===== config.mk =====
export PLATFORM = sky130hd
export DESIGN_NAME = timerio
export DESIGN_NICKNAME = d
export VERILOG_FILES = /design/src/rtl/timerio.sv
export SDC_FILE = /design/constraint.sdc
export NUM_CORES = 1
export LEC_CHECK = 0
export CAP_MARGIN = 20
export CORE_MARGIN = 8
export CORE_UTILIZATION = 60
export CTS_BUF_LIST = sky130_fd_sc_hd__clkbuf_2
export CTS_CLUSTER_SIZE = 40
export DETAILED_ROUTE_END_ITERATION = 16
export GPL_ROUTABILITY_DRIVEN = 1
export PLACE_DENSITY = 0.89
export REMOVE_ABC_BUFFERS = 1
export SYNTH_ARGS = -nofsm -noshare
export SYNTH_HDL_FRONTEND = slang
export SYNTH_SLANG_ARGS = --single-unit
export TNS_END_PERCENT = 100

===== constraint.sdc =====
create_clock -name clk -period 2.6 [get_ports clk]
set_input_delay 0.26 -clock clk [delete_from_list [all_inputs] [get_ports clk]]
set_output_delay 0.26 -clock clk [all_outputs]
set_load 0.1 [all_outputs]

===== src/rtl/timerio.sv =====
// Programmable 16-bit interval timer peripheral for the p601zero CPU bus.
// Prescaled down-counter with auto-reload, oneshot mode, expiry flag and level irq.
module timerio #(
  parameter logic [15:0] RESET_RELOAD   = 16'hFFFF,
  parameter logic [7:0]  RESET_PRESCALE = 8'h00
) (
  input  logic       clk,
  input  logic       rst,
  output logic       irq,
  input  logic [2:0] AD,
  input  logic [7:0] DI,
  output logic [7:0] DO,
  input  logic       rw,
  input  logic       cs
);

  logic        enable_q, enable_d;
  logic        irq_en_q, irq_en_d;
  logic        oneshot_q, oneshot_d;
  logic        expired_q, expired_d;
  logic [7:0]  prescale_q, prescale_d;
  logic [7:0]  hi_buf_q, hi_buf_d;
  logic [15:0] reload_q, reload_d;
  logic [15:0] count_q, count_d;
  logic [7:0]  pcnt_q, pcnt_d;
  logic [7:0]  lo_shadow_q, lo_shadow_d;

  logic wr_stb, rd_stb, tick, zero_tick;

  assign wr_stb    = cs & ~rw;
  assign rd_stb    = cs & rw;
  assign tick      = enable_q && (pcnt_q == prescale_q);
  assign zero_tick = tick && (count_q == 16'h0000);

  always_comb begin
    enable_d    = enable_q;
    irq_en_d    = irq_en_q;
    oneshot_d   = oneshot_q;
    expired_d   = expired_q;
    prescale_d  = prescale_q;
    hi_buf_d    = hi_buf_q;
    reload_d    = reload_q;
    count_d     = count_q;
    pcnt_d      = pcnt_q;
    lo_shadow_d = lo_shadow_q;

    if (enable_q) begin
      pcnt_d = tick ? 8'h00 : pcnt_q + 8'h01;
    end
    if (tick) begin
      if (zero_tick) begin
        expired_d = 1'b1;
        count_d   = reload_q;
        if (oneshot_q) enable_d = 1'b0;
      end else begin
        count_d = count_q - 16'h0001;
      end
    end

    // Bus writes are applied last so they override same-edge timer activity.
    if (wr_stb) begin
      case (AD)
        3'd0: begin
          enable_d  = DI[0];
          irq_en_d  = DI[1];
          oneshot_d = DI[2];
          if (DI[0] && !enable_q) begin
            count_d = reload_q;
            pcnt_d  = 8'h00;
          end
          if (!DI[0]) pcnt_d = 8'h00;
        end
        3'd1: begin
          // A same-edge expiry beats the write-1-clear.
          if (DI[0] && !zero_tick) expired_d = 1'b0;
        end
        3'd2: prescale_d = DI;
        3'd3: hi_buf_d = DI;
        3'd4: begin
          reload_d = {hi_buf_q, DI};
          count_d  = {hi_buf_q, DI};
          pcnt_d   = 8'h00;
        end
        default: ;
      endcase
    end

    // Latching the low byte with the high-byte read gives a coherent pair.
    if (rd_stb && (AD == 3'd5)) lo_shadow_d = count_q[7:0];
  end

  always_ff @(posedge clk) begin
    if (rst) begin
      enable_q    <= 1'b0;
      irq_en_q    <= 1'b0;
      oneshot_q   <= 1'b0;
      expired_q   <= 1'b0;
      prescale_q  <= RESET_PRESCALE;
      hi_buf_q    <= RESET_RELOAD[15:8];
      reload_q    <= RESET_RELOAD;
      count_q     <= RESET_RELOAD;
      pcnt_q      <= 8'h00;
      lo_shadow_q <= 8'h00;
    end else begin
      enable_q    <= enable_d;
      irq_en_q    <= irq_en_d;
      oneshot_q   <= oneshot_d;
      expired_q   <= expired_d;
      prescale_q  <= prescale_d;
      hi_buf_q    <= hi_buf_d;
      reload_q    <= reload_d;
      count_q     <= count_d;
      pcnt_q      <= pcnt_d;
      lo_shadow_q <= lo_shadow_d;
    end
  end

  always_comb begin
    DO = 8'h00;
    case (AD)
      3'd0: DO = {5'b00000, oneshot_q, irq_en_q, enable_q};
      3'd1: DO = {6'b000000, enable_q, expired_q};
      3'd2: DO = prescale_q;
      3'd3: DO = hi_buf_q;
      3'd4: DO = reload_q[7:0];
      3'd5: DO = count_q[15:8];
      3'd6: DO = lo_shadow_q;
      default: DO = 8'h00;
    endcase
  end

  assign irq = expired_q & irq_en_q;

endmodule


==> results of run 1 <==
[state kept, by name, indices dropped and copies added, names as in the netlist]
name and flops:
irq_en_q 1, oneshot_q 1, count_q 16, enable_q 1
reload_q 16, pcnt_q 8, prescale_q 8, lo_shadow_q 8
hi_buf_q 8, expired_q 1
[cell usage after synthesis, types with 6 or more instances]
library cell | instances | share of area [%]
nand2_1 | 79 | 8.0
dfxtp_1 | 68 | 37
a21oi_1 | 34 | 4.6
nor2_1 | 34 | 3.4
mux2i_1 | 33 | 8.9
clkbuf_1 | 22 | 2.2
nand3_1 | 19 | 2.6
o211ai_1 | 16 | 3.2
o21ai_0 | 11 | 1.5
nand4_1 | 10 | 1.7
nor3_1 | 10 | 1.3
xnor2_1 | 8 | 1.9
a22o_1 | 7 | 1.6
buf_2 | 7 | 0.94
inv_1 | 7 | 0.71
and2_1 | 6 | 1.0
xor2_1 | 6 | 1.4
[power by group]
part | internal, mW | leakage [nW] | switching (mW) | total, mW
Sequential | 1.06 | 0.551 | 0.0262 | 1.09
Clock | 0.411 | 0.0910 | 0.393 | 0.804
Combinational | 0.133 | 1.10 | 0.215 | 0.348
Total | 1.61 | 1.74 | 0.634 | 2.24
[cells in the final DEF (no fill, tap or decap), types with 11 or more instances in the layout]
master and instances:
nor2_1 34, o211ai_1 16, clkdlybuf4s50_1 14, o21ai_0 11
dfxtp_1 68, nand3_1 19, a21oi_1 34, nand2_1 79
buf_4 26, mux2i_1 33
[cell families after synthesis]
kind of cell	count (synthesis)	share of synthesized area, %
AOI/OAI and AO/OA	105	19.0
DFF	68	36.6
muxes	35	9.78
xor gates and xnor gates	14	3.30
buffers and inverters	40	4.57
adders and majority gates	3	1.01
and+or+nand+nor	196	25.7
[layout make-up]
type                       count  area, sq um  share of cell area, %
inverter                       7         26.3                  0.608
timing repair buffer          48          495                   11.5
sequential                    68         1360                   31.5
tap                           75         93.8                   2.17
multi-input combinational    353         2190                   50.7
clock buffer                  10         50.0                   1.16
clock inverter                 6          103                   2.38
[layer usage]
metal / wire length [microns] / track usage [%]
met1: 4470 / 32.6
met5: 0 / 0
met4: 668 / 16.4
met3: 1310 / 6.75
met2: 5120 / 41.2
[worst paths after layout]
check / cells past startpoint / startpoint / slack (ns) / end
worst max-delay path: 6 / AD[2] / 0.21 / DO[1]
worst min register to register: 2 / reload_q[13] / 0.47 / reload_q[13]
worst min-delay path: 3 / DI[6] / 0.39 / prescale_q[6]
worst max register to register: 5 / pcnt_q[4] / 0.45 / count_q[10]
[worst max-delay path, cell delays in order]
cell	delay [ns]
clkdlybuf4s50_1	0.67
inv_1	0.18
nor2_1	0.37
nand2_1	0.10
o211ai_1	0.32
buf_12	0.22
==> flow_metrics.tcl, run 1 <==
set metrics [dict create \
    dieArea_sq_um 8980 \
    holdWs_ns 0.394 \
    finalSetupTns_ns 0 \
    nFillCells 463 \
    initial_core_util_pct 62.5 \
    drive_above_1_share_pct 11.6 \
    ir_drop_v 0.000336 \
    finalCritPeriodShare_pct 92.0 \
    fin_crit_ns 2.39 \
    critPathCaptureType "primary output" \
    synth_ff_type "dfxtp_1" \
    finalWirelength_microns 11600 \
    htreeDepth 3 \
    num_rows 28 \
    vias 3829 \
    synth_edf_count 0 \
    antenna_cells 0 \
    start_kind "primary input" \
    max-cap-violations 0 \
    port_buffers 23 \
    post-place-ws_ns 0.274 \
    clockRootBuffer "clkbuf_2" \
    cts_tree "done" \
    finalNetCount 505 \
    setup_ws_ns 0.209 \
    place_area_sq_um 4170 \
    antenna_found_initial 0 \
    synth.distinct_cells 58 \
    criticalPathCategory "primary input to primary output" \
    worst_pin_slew_ns 0.751 \
    skew_ns 0.0275 \
    cp.required_ns 2.34 \
    place_inst 551 \
    clock_latency_ns 0.52 \
    grt_first_pass_wirelength_microns 18500 \
    crit_arrival_ns 2.13 \
    final_hold_viol_count 0 \
    clockBufferDepth 2 \
    drtIter0Drc 345 \
    numClockSinks 68 \
    powerDensity_nw_per_um2 519 \
    die_w_microns 94.8 \
    post_cts_buffers 0 \
    rsz0062_at_grt "no" \
    syn_to_final_growth_pct 16.1 \
    postLayoutCoreUtil_pct 72.5 \
    final_area_sq_um 4320 \
    outcome "completed" \
    post_cts_resized 0 \
    clock.fmax_mhz 418 \
    die_y_microns 94.8 \
    place_congestion 0.958 \
    p_leak_nw 1.74 \
    synth-seq-cells 68 \
    grt_remaining_overflow 0 \
    grt_max_degree 17 \
    yosysSeqAreaShare_pct 36.6 \
    viasPerCell 6.75 \
    core_area_sq_um 5960 \
    slew_violations 0 \
    total_power_mw 2.24 \
    ant_nets 0 \
    cts_hold_buf 0 \
    route.detailed.wl_per_inst_microns 20.4 \
    relSlewSlack_pct 49.5 \
    setup_violations 0 \
    yosys_warnings 0 \
    firstDrtPassIters 5 \
    synthCells 461 \
    ioPinCount 24 \
    route.detailed.drc 0 \
    grtUsageTotal_pct 26.6 \
    clk_pin_slew_ns 0.21 \
    hold_path.class "primary input to flip-flop" \
    grt_pass1_vias 3655 \
    crit_fanout 7 \
    netlist_area_sq_um 3720 \
    cts_buffers 9 \
    syn_area_per_cell_sq_um 8.07 \
    async_flop_share_pct 0 \
    dp_hpwl_microns 8540 \
    fin_cells 567 \
]
Power figures use the tool's default switching activity.
==> run 2: changes to the inputs <==
--- a/config.mk
+++ b/config.mk
@@ -6,13 +6,13 @@
 export NUM_CORES = 1
 export LEC_CHECK = 0
 export CAP_MARGIN = 20
-export CORE_MARGIN = 8
-export CORE_UTILIZATION = 60
-export CTS_BUF_LIST = sky130_fd_sc_hd__clkbuf_2
+export CORE_MARGIN = 2
+export CORE_UTILIZATION = 59
+export CTS_BUF_LIST = sky130_fd_sc_hd__clkbuf_8 sky130_fd_sc_hd__clkbuf_16
 export CTS_CLUSTER_SIZE = 40
 export DETAILED_ROUTE_END_ITERATION = 16
 export GPL_ROUTABILITY_DRIVEN = 1
-export PLACE_DENSITY = 0.89
+export PLACE_DENSITY = 0.88
 export REMOVE_ABC_BUFFERS = 1
 export SYNTH_ARGS = -nofsm -noshare
 export SYNTH_HDL_FRONTEND = slang
==> flow_metrics.tcl, run 2 (same netlist as run 1, synthesis figures left out) <==
set metrics [dict create \
    critPathCaptureType "primary output" \
    syn_to_final_growth_pct 16.8 \
    cts_buffers 9 \
    ant_nets 0 \
    clockRootBuffer "clkbuf_8" \
    viasPerCell 6.60 \
    p_clk_share_pct 35.6 \
    comb_power_share_pct 15.6 \
    drtIter0Drc 452 \
    crit_arrival_ns 2.13 \
    place_congestion 1.02 \
    hold_path.class "flip-flop to flip-flop" \
    crit_chain "clkdlybuf4s50_1 > nor2b_1 > buf_4 > a21oi_1 > a21oi_1 > buf_12" \
    p_seq_share_pct 48.7 \
    max-cap-violations 0 \
    setup_violations 0 \
    finalNetCount 505 \
    cpLargestDelayFamily "buffers and inverters" \
    swShare_pct 27.9 \
    numClockSinks 68 \
    clock_latency_ns 0.34 \
    post-place-ws_ns 0.273 \
    ir_drop_v 0.000428 \
    cp.required_ns 2.34 \
    cp_slowest_cell "clkdlybuf4s50_1" \
    grt_max_degree 20 \
    relSlewSlack_pct 45.3 \
    vias 3741 \
    finalWirelength_microns 11300 \
    post_cts_buffers 0 \
    grt_pass1_vias 3622 \
    final_cell_mix "nand2_1 (79), dfxtp_1 (68), nor2_1 (34), a21oi_1 (34), mux2i_1 (33)" \
    port_buffers 23 \
    rsz0062_at_grt "no" \
    route.detailed.wl_per_inst_microns 19.9 \
    die_w_microns 83.4 \
    holdWs_ns 0.466 \
    finalCritPeriodShare_pct 91.9 \
    dp_hpwl_microns 8040 \
    dieArea_sq_um 6960 \
    powerDensity_nw_per_um2 513 \
    p_sw_uw 622 \
    ioPinCount 24 \
    crit_buf_inv 3 \
    fin_crit_ns 2.39 \
    htreeDepth 3 \
    setup_ws_ns 0.211 \
    start_kind "primary input" \
    cts_hold_buf 0 \
    antenna_cells 0 \
    clock.fmax_mhz 419 \
    total_power_mw 2.23 \
    antenna_found_initial 0 \
    final_common_cell "nand2_1" \
    clk_pin_slew_ns 0.07 \
    route.detailed.drc 0 \
    post_cts_resized 0 \
    worst_pin_slew_ns 0.813 \
    criticalPathCategory "primary input to primary output" \
    initial_core_util_pct 62.1 \
    grt_first_pass_wirelength_microns 18200 \
    drive_above_1_share_pct 11.4 \
    firstDrtPassIters 5 \
    cp_common_cell "a21oi_1" \
    clockBufferDepth 2 \
    skew_ns 0.00585 \
    slew_violations 0 \
    crit_fanout 7 \
    num_rows 28 \
    p_leak_nw 1.76 \
    top_regs "count_q: 16 flops, reload_q: 16 flops" \
    grt_remaining_overflow 0 \
    grtUsageTotal_pct 32.7 \
    final_hold_viol_count 0 \
    die_y_microns 83.4 \
    core_area_sq_um 5990 \
    cts_tree "done" \
    nFillCells 471 \
    r2r_slack_ns 0.29 \
    p_int_mw 1.61 \
    slowest_delay_ns 0.69 \
    outcome "completed" \
]
-- run 2: worst paths after layout --
kind,from,end,cells after the start
max,AD[0],DO[2],6
min,reload_q[14],reload_q[14],2
max reg2reg,pcnt_q[0],count_q[10],5
min reg2reg,reload_q[14],reload_q[14],2
-- run 2: worst register-to-register path, delay by kind of cell, from the launching register on --
family / cells / cell delay (ns)
xor+xnor: 1 / 0.17
flops: 1 / 0.47
simple gates: 4 / 1.63
-- run 2: routing by layer --
layer / vias to the layer above / global-route usage [%] / part of all wire (%)
met5: - / 0 / 0
met4: 0 / 12.2 / 3.3
met2: 253 / 52.4 / 46
met1: 1717 / 42.6 / 40
met3: 48 / 8.45 / 11
li1: 1723 / - / -
-- run 2: through the flow --
stage                     TNS [ns]  instance area, sq um  instances  util (%)
after floorplan             -0.242                  3580        428         -
after global placement           0                  4170        551      69.5
after detailed placement         0                  4170        551      69.5
after CTS                        0                  4350        567      72.6
after global routing             0                  4350        567      72.6
final                            0                  4350        567      72.6
-- run 2: cell type report --
class                      count  area, sq um  share of cell area (%)
timing repair buffer          48          495                    11.4
tap                           75         93.8                    2.16
sequential                    68         1360                    31.3
inverter                       7         26.3                   0.604
clock inverter                 4         16.3                   0.374
clock buffer                  12          165                    3.80
multi-input combinational    353         2190                    50.4
-- run 2: power groups by stage --
stage	Sequential, mW	Clock, mW	Combinational [mW]
global placement	1.11	0	0.336
global route	1.09	0.849	0.364
finish	1.09	0.795	0.349
CTS	1.09	0.804	0.343
detailed placement	1.11	0	0.340
floorplan	1.10	0	0.186
